--- src/rtl/inst_encoder.sv ---
// RV32 instruction word packer: field bundle + immediate in, encoded word out through
// a 2-entry output buffer, with range/alignment checking and a saturating error counter.

package inst_encoder_pkg;
  localparam int unsigned INST_W = 32;
  localparam int unsigned FMT_W  = 3;

  localparam logic [FMT_W-1:0] IMM_I_TYPE = 3'd0;
  localparam logic [FMT_W-1:0] IMM_S_TYPE = 3'd1;
  localparam logic [FMT_W-1:0] IMM_B_TYPE = 3'd2;
  localparam logic [FMT_W-1:0] IMM_U_TYPE = 3'd3;
  localparam logic [FMT_W-1:0] IMM_JAL    = 3'd4;
  localparam logic [FMT_W-1:0] IMM_JALR   = 3'd5;
  localparam logic [FMT_W-1:0] IMM_CSR    = 3'd6;

  typedef struct packed {
    logic              err;
    logic [INST_W-1:0] inst;
  } enc_word_t;
endpackage

module inst_encoder
  import inst_encoder_pkg::*;
#(
  parameter int unsigned CNT_W    = 16,
  parameter bit          CHECK_EN = 1'b1
) (
  input  logic              clk,
  input  logic              rst_n,
  input  logic              in_valid,
  output logic              in_ready,
  input  logic [FMT_W-1:0]  in_fmt,
  input  logic [6:0]        in_opcode,
  input  logic [4:0]        in_rd,
  input  logic [4:0]        in_rs1,
  input  logic [4:0]        in_rs2,
  input  logic [2:0]        in_funct3,
  input  logic [6:0]        in_funct7,
  input  logic [INST_W-1:0] in_imm,
  output logic              out_valid,
  input  logic              out_ready,
  output logic [INST_W-1:0] out_inst,
  output logic              out_err,
  input  logic              err_clr,
  output logic [CNT_W-1:0]  err_count
);

  logic      fits_12;
  logic      fits_13;
  logic      fits_21;
  logic      err_raw;
  enc_word_t new_word;

  // An immediate fits N signed bits when everything from bit N-1 upward is a sign copy.
  assign fits_12 = (&in_imm[31:11]) | ~(|in_imm[31:11]);
  assign fits_13 = (&in_imm[31:12]) | ~(|in_imm[31:12]);
  assign fits_21 = (&in_imm[31:20]) | ~(|in_imm[31:20]);

  // Field packing and legality check per format
  always_comb begin
    new_word.inst = '0;
    err_raw       = 1'b0;
    case (in_fmt)
      IMM_I_TYPE, IMM_JALR: begin
        new_word.inst = {in_imm[11:0], in_rs1, in_funct3, in_rd, in_opcode};
        err_raw       = ~fits_12;
      end
      IMM_S_TYPE: begin
        new_word.inst = {in_imm[11:5], in_rs2, in_rs1, in_funct3, in_imm[4:0], in_opcode};
        err_raw       = ~fits_12;
      end
      IMM_B_TYPE: begin
        new_word.inst = {in_imm[12], in_imm[10:5], in_rs2, in_rs1, in_funct3,
                         in_imm[4:1], in_imm[11], in_opcode};
        err_raw       = ~fits_13 | in_imm[0];
      end
      IMM_U_TYPE: begin
        new_word.inst = {in_imm[31:12], in_rd, in_opcode};
        err_raw       = |in_imm[11:0];
      end
      IMM_JAL: begin
        new_word.inst = {in_imm[20], in_imm[10:1], in_imm[11], in_imm[19:12], in_rd, in_opcode};
        err_raw       = ~fits_21 | in_imm[0];
      end
      default: begin
        new_word.inst = {in_funct7, in_rs2, in_rs1, in_funct3, in_rd, in_opcode};
        err_raw       = 1'b0;
      end
    endcase
    new_word.err = CHECK_EN & err_raw;
  end

  logic      push;
  logic      pop;
  enc_word_t tail_q;
  logic      tail_valid_q;
  enc_word_t head_d;
  enc_word_t tail_d;
  logic      head_valid_d;
  logic      tail_valid_d;

  assign push = in_valid & in_ready;
  assign pop  = out_valid & out_ready;

  // Head lives directly in the output registers; tail shifts forward on pop.
  always_comb begin
    head_d       = '{err: out_err, inst: out_inst};
    head_valid_d = out_valid;
    tail_d       = tail_q;
    tail_valid_d = tail_valid_q;
    if (pop) begin
      head_d       = tail_q;
      head_valid_d = tail_valid_q;
      tail_valid_d = 1'b0;
    end
    if (push) begin
      if (!head_valid_d) begin
        head_d       = new_word;
        head_valid_d = 1'b1;
      end else begin
        tail_d       = new_word;
        tail_valid_d = 1'b1;
      end
    end
  end

  always_ff @(posedge clk or negedge rst_n) begin
    if (!rst_n) begin
      out_valid    <= 1'b0;
      out_inst     <= '0;
      out_err      <= 1'b0;
      tail_q       <= '0;
      tail_valid_q <= 1'b0;
      in_ready     <= 1'b1;
    end else begin
      out_valid    <= head_valid_d;
      out_inst     <= head_d.inst;
      out_err      <= head_d.err;
      tail_q       <= tail_d;
      tail_valid_q <= tail_valid_d;
      in_ready     <= ~tail_valid_d;
    end
  end

  // Saturating count of errored words handed to the consumer; clear wins.
  always_ff @(posedge clk or negedge rst_n) begin
    if (!rst_n) begin
      err_count <= '0;
    end else if (err_clr) begin
      err_count <= '0;
    end else if (pop && out_err && (err_count != {CNT_W{1'b1}})) begin
      err_count <= err_count + CNT_W'(1);
    end
  end

endmodule

--- config.mk ---
export PLATFORM = sky130hd
export DESIGN_NAME = inst_encoder
export DESIGN_NICKNAME = d
export VERILOG_FILES = /design/src/rtl/inst_encoder.sv
export SDC_FILE = /design/constraint.sdc
export NUM_CORES = 1
export LEC_CHECK = 0
export CORE_MARGIN = 10
export CORE_UTILIZATION = 54
export CTS_BUF_LIST = sky130_fd_sc_hd__clkbuf_8
export CTS_CLUSTER_SIZE = 40
export DETAILED_ROUTE_END_ITERATION = 8
export PLACE_DENSITY = 0.92
export SYNTH_ARGS = -nofsm -noshare
export SYNTH_HDL_FRONTEND = slang
export SYNTH_SLANG_ARGS = --single-unit
--- constraint.sdc ---
create_clock -name clk -period 3.7 [get_ports clk]
set_input_delay 0.37 -clock clk [delete_from_list [all_inputs] [get_ports clk]]
set_output_delay 0.37 -clock clk [all_outputs]
set_load 0.05 [all_outputs]
# Word-level counts from Yosys, hierarchy flattened
# Index checks and enable logic that the tools add are counted.
[classes] n_addsub=1 n_eq_ne=6 mux=12 bitwise=14 n_reduce_logical=14
[ops] operator="case mux 32 bit (5 select lines)" count=1
[ops] operator="two-way mux 33 bit" count=3
[ops] operator="two-way mux 16 bit" count=2
[ops] operator="OR reduction 12 bit" count=2
[ops] operator="AND reduction 21 bit" count=1
[ops] operator="OR reduction 21 bit" count=1
[ops] operator="AND reduction 20 bit" count=1
[ops] operator="OR reduction 20 bit" count=1
[ops] operator="adder 16 x 1 -> 16 bit, second input constant" count=1
[ops] operator="inequality test 16 bit, second input constant" count=1
[ops] operator="AND reduction 12 bit" count=1
[ops] operator="inverter 1 bit" count=7
[ops] operator="== test 3 x 2 -> 1 bit, second input constant" count=2
[ops] operator="== test 3 bit, second input constant" count=2
[ops] operator="two-way mux 1 bit" count=5
[ops] operator="bitwise OR 1 bit" count=5
[ops] operator="case mux 1 bit (4 select lines)" count=1
[ops] operator="== test 3 x 1 -> 1 bit, second input constant" count=1
[ops] operator="zero test 3 bit" count=1
[ops] operator="OR reduction 3 bit" count=1
[ops] operator="bitwise AND 1 bit" count=2
[ops] operator="logical AND 1 bit" count=2
[ops] operator="AND reduction 2 bit" count=1
[ops] operator="nonzero test 2 bit" count=1
[ops] operator="OR reduction 2 bit" count=1
[word_totals] reg_bits=85 inputBits=72 out_inout_bits=51 elab_cells=55

# Logic depth before layout (Yosys ltp)
[logic_depth] depth_word=8 mapped_depth=7

# Worst setup path before layout
# Ideal clock, no wire load.
[synth_path] kind="register to register" start="reg out_valid" end="reg tail_q[31] (netlist bit)" setup_ps=125 arrival_ps=1847 required_time_ps=3575 slack_ps=1729 path_stages_with_launch=5 path_buffers=1 path_cell_list="dfrtp_1 -> o21ai_0 -> nor2_1 -> clkbuf_1 -> mux2_2"
[synth_via] elab_chain_len=3
[synth_lines] item="start, declared" line="40" source="output logic out_valid,"
[synth_lines] item="start signal, assigned" line="136" source="out_valid <= head_valid_d;"
[synth_lines] item="bitwise AND 1 bit" line="103" source="assign pop = out_valid & out_ready;"
[synth_lines] item="two-way mux 1 bit *" line="111" source="if (pop) begin"
[synth_lines] item="AND reduction 2 bit (no line) *"
[synth_lines] item="end signal, assigned" line="139" source="tail_q <= tail_d;"
[synth_lines] item="end, declared" line="95" source="enc_word_t tail_q;"
# Every way passes the cells marked *; elsewhere a longest branch is shown, timed or not.
# A chain may end at the register's enable or synchronous reset.

# Worst setup path in the final report
[layout_path] start="in in_fmt[2]" end="reg tail_q[13] (netlist bit)"
[layout_via] elab_chain_len=3
[layout_lines] item="start, declared" line="32" source="input logic [FMT_W-1:0] in_fmt,"
[layout_lines] item="== test 3 bit / zero test 3 bit (equally long branches)" line="63" source="case (in_fmt)"
[layout_lines] item="OR reduction 2 bit" line="63"
[layout_lines] item="case mux 32 bit (5 select lines) *" line="63"
# Marks and branches as above.

==> impl_metrics.tcl <==
set metrics [dict create \
    r2r_start "out_valid$_DFF_PN0_" \
    hold_buffers 0 \
    rsz0062_at_grt "false" \
    synth.avg_cell_area_um2 9.42 \
    seq_area_um2 2130 \
    synth_seq_area_share_pct 48.1 \
    p_leak_uw 0.00255 \
    multi_input_area_um2 2140 \
    cp.arrival_ns 2.49 \
    post-route-min-period_ns 2.29 \
    slew_headroom_pct 26.0 \
    n_antenna_cell 0 \
    hpwl_mm 9.51 \
    setup_violations 0 \
    cts_tree "yes" \
    route.vias.total 4175 \
    grt_pass1_wl_mm 21.6 \
    placeableCoreArea_um2 7850 \
    wl_met1_mm 5.16 \
    wl_met3_mm 1.11 \
    crit_start "in_fmt[2]" \
    crit_type "in2reg" \
    max_freq_mhz 438 \
    highest_layer "met4" \
    drt-pass1-iter-count 6 \
    syn_area_um2 4430 \
    drt-vias-per-instance 6.10 \
    fin_nets 650 \
    crit_fanout 19 \
    fill_cells 556 \
    grt_start_max_net_pins 86 \
    status "completed" \
    die_w_um 111 \
    drt_iter0_drc 427 \
    worstMarginPinSlew_ns 1.11 \
    synth_edf_count 0 \
    pwr_density_cell_nw_per_um2 718 \
    start_util_pct 56.4 \
    fin_setup_tns_ns 0 \
    max_cap_viol_count 0 \
    ys_ff_latch 85 \
    area_growth_pct 32.7 \
    dp.cells 668 \
    track_usage_pct 20.7 \
    synthFlopType "dfrtp_1" \
    grt_pass1_vias 4286 \
    cts_setup_buffers 0 \
    die_y_um 111 \
    synth_fp_nets 543 \
    crit_path_end_kind "flop" \
    yosysTopAreaCell "dfrtp_1" \
    postCtsResizedCells 0 \
    clockBufferDepth 2 \
    wirelength_mm 13.0 \
    met2_wirelength_mm 6.47 \
    synth.top_cell.area_share_pct 47.5 \
    clkTransAtPathRegs_ns 0.08 \
    peakVddDrop_uv 519 \
    async_flop_share_pct 100 \
    instances_no_fill 684 \
    rows 32 \
    hp-class "in2async" \
    final_antenna_net_count 0 \
    boundaryPins 123 \
    clk_latency_ns 0.36 \
    antenna_found_initial 0 \
    drc 0 \
    cp.required_ns 3.90 \
    ys_types 47 \
    yosysWarnings 0 \
    finalHoldViolations 0 \
    io_buffer_count 122 \
    cts_root_buf "clkbuf_8" \
    synthTopCellsByArea "dfrtp_1, mux2i_1, nand2_1, o21ai_0, a211oi_1" \
    syn_inst 470 \
    drv_slew 0 \
    period_share_pct 61.8 \
    cts_buffers 9 \
    final_util_pct 74.8 \
    dieArea_um2 12200 \
    h-tree-depth 3 \
    drive_above_1_share_pct 7.56 \
    overflow 0 \
    worst_slack_ns 1.41 \
    gp_congestion 0.869 \
    place_ws_ns 1.10 \
    avgRoutedWirePerCell_um 19.0 \
    skew_ns 0.0153 \
    start_kind "input port" \
    clkSinkCount 85 \
]
[layout by cell type (no fill, tap or decap), types with 10 or more instances in the layout]
master / n
and3_1: 24
a21oi_1: 36
xor2_1: 10
a211oi_1: 25
nand2_1: 70
mux2i_1: 27
o21ai_0: 38
clkdlybuf4s50_1: 121
clkbuf_8: 10
nand3_1: 11
dfrtp_1: 84
nor2_1: 22
[registers in the layout (all words and copies together) (netlist names)]
| name | cells |
|---|---|
| err_count | 16 |
| in_ready | 1 |
| out_err | 1 |
| out_inst | 32 |
| out_valid | 1 |
| tail_q | 33 |
| tail_valid_q | 1 |
[power breakdown]
group	switching, uW	internal, uW
Clock	347	266
Combinational	1340	737
Sequential	220	1300
[logic make-up after synthesis]
kind of cell | share of synthesized area [%]
DFF | 48.1
adders and majority gates | 0.283
muxes | 7.63
buffers and inverters | 3.68
AOI/OAI and AO/OA | 18.7
xor gates and xnor gates | 2.37
and+or+nand+nor | 19.3
[layer usage]
| metal | track usage (%) | up-vias |
|---|---|---|
| met2 | 33.7 | 203 |
| met4 | 7.17 | 0 |
| li1 | - | 1926 |
| met1 | 25.6 | 2013 |
| met5 | 0 | - |
| met3 | 5.94 | 33 |
[critical path, stage by stage]
cell and delay [ns]:
clkdlybuf4s50_1 0.72, nor2b_1 0.32, buf_4 0.29, nand2_1 0.12, nand2_2 0.26, mux2i_1 0.29, o21ai_0 0.13
[final timing paths]
path / end / slack (ns) / depth (start not counted)
min in group clk: tail_q[0]$_DFFE_PN0P_ / 0.48 / 2
max reg2reg: tail_q[23]$_DFFE_PN0P_ / 1.41 / 4
max in group asynchronous: tail_q[11]$_DFFE_PN0P_ / 2.81 / 1
min: out_inst[28]$_DFF_PN0_ / 0.18 / 1
max: tail_q[13]$_DFFE_PN0P_ / 1.41 / 7
min reg2reg: tail_q[0]$_DFFE_PN0P_ / 0.48 / 2
[area by class of cell]
cell class | instances | area share [%]
Timing Repair Buffer | 129 | 21.6
Multi-Input combinational cell | 347 | 36.5
Tap cell | 102 | 2.17
Sequential cell | 85 | 36.2
Inverter | 5 | 0.320
Clock buffer | 10 | 2.34
Clock inverter | 6 | 0.788
[synth_stat cells, types with 2 or more instances]
master	n
buf_1	2
nand4_1	8
clkbuf_1	15
a21oi_1	36
a41oi_1	2
a22o_1	6
or4_1	3
o21ai_0	38
nor2b_1	6
o211ai_1	4
nand2_1	70
a211oi_1	25
and4_1	3
o21ai_2	2
a22oi_1	7
mux2i_1	27
xor2_1	10
nor2_1	22
and3_1	24
a21o_1	5
nor4_1	6
mux2_2	6
buf_2	16
or3_1	2
inv_1	5
or3_2	2
nor3_1	3
o21ai_1	2
dfrtp_1	84
nand3_1	11
xnor2_1	2
[stage by stage]
step	power, uW	hold WS, ns	instance area [um2]
final	4220	0.179	5870
after global routing	4460	0.284	5870
after CTS	4230	0.239	5870
after detailed placement	3610	0.461	5690
after global placement	3540	0.455	5690
after floorplan	2870	0.0744	4430
No activity file was read; power rests on OpenSTA's default activity.
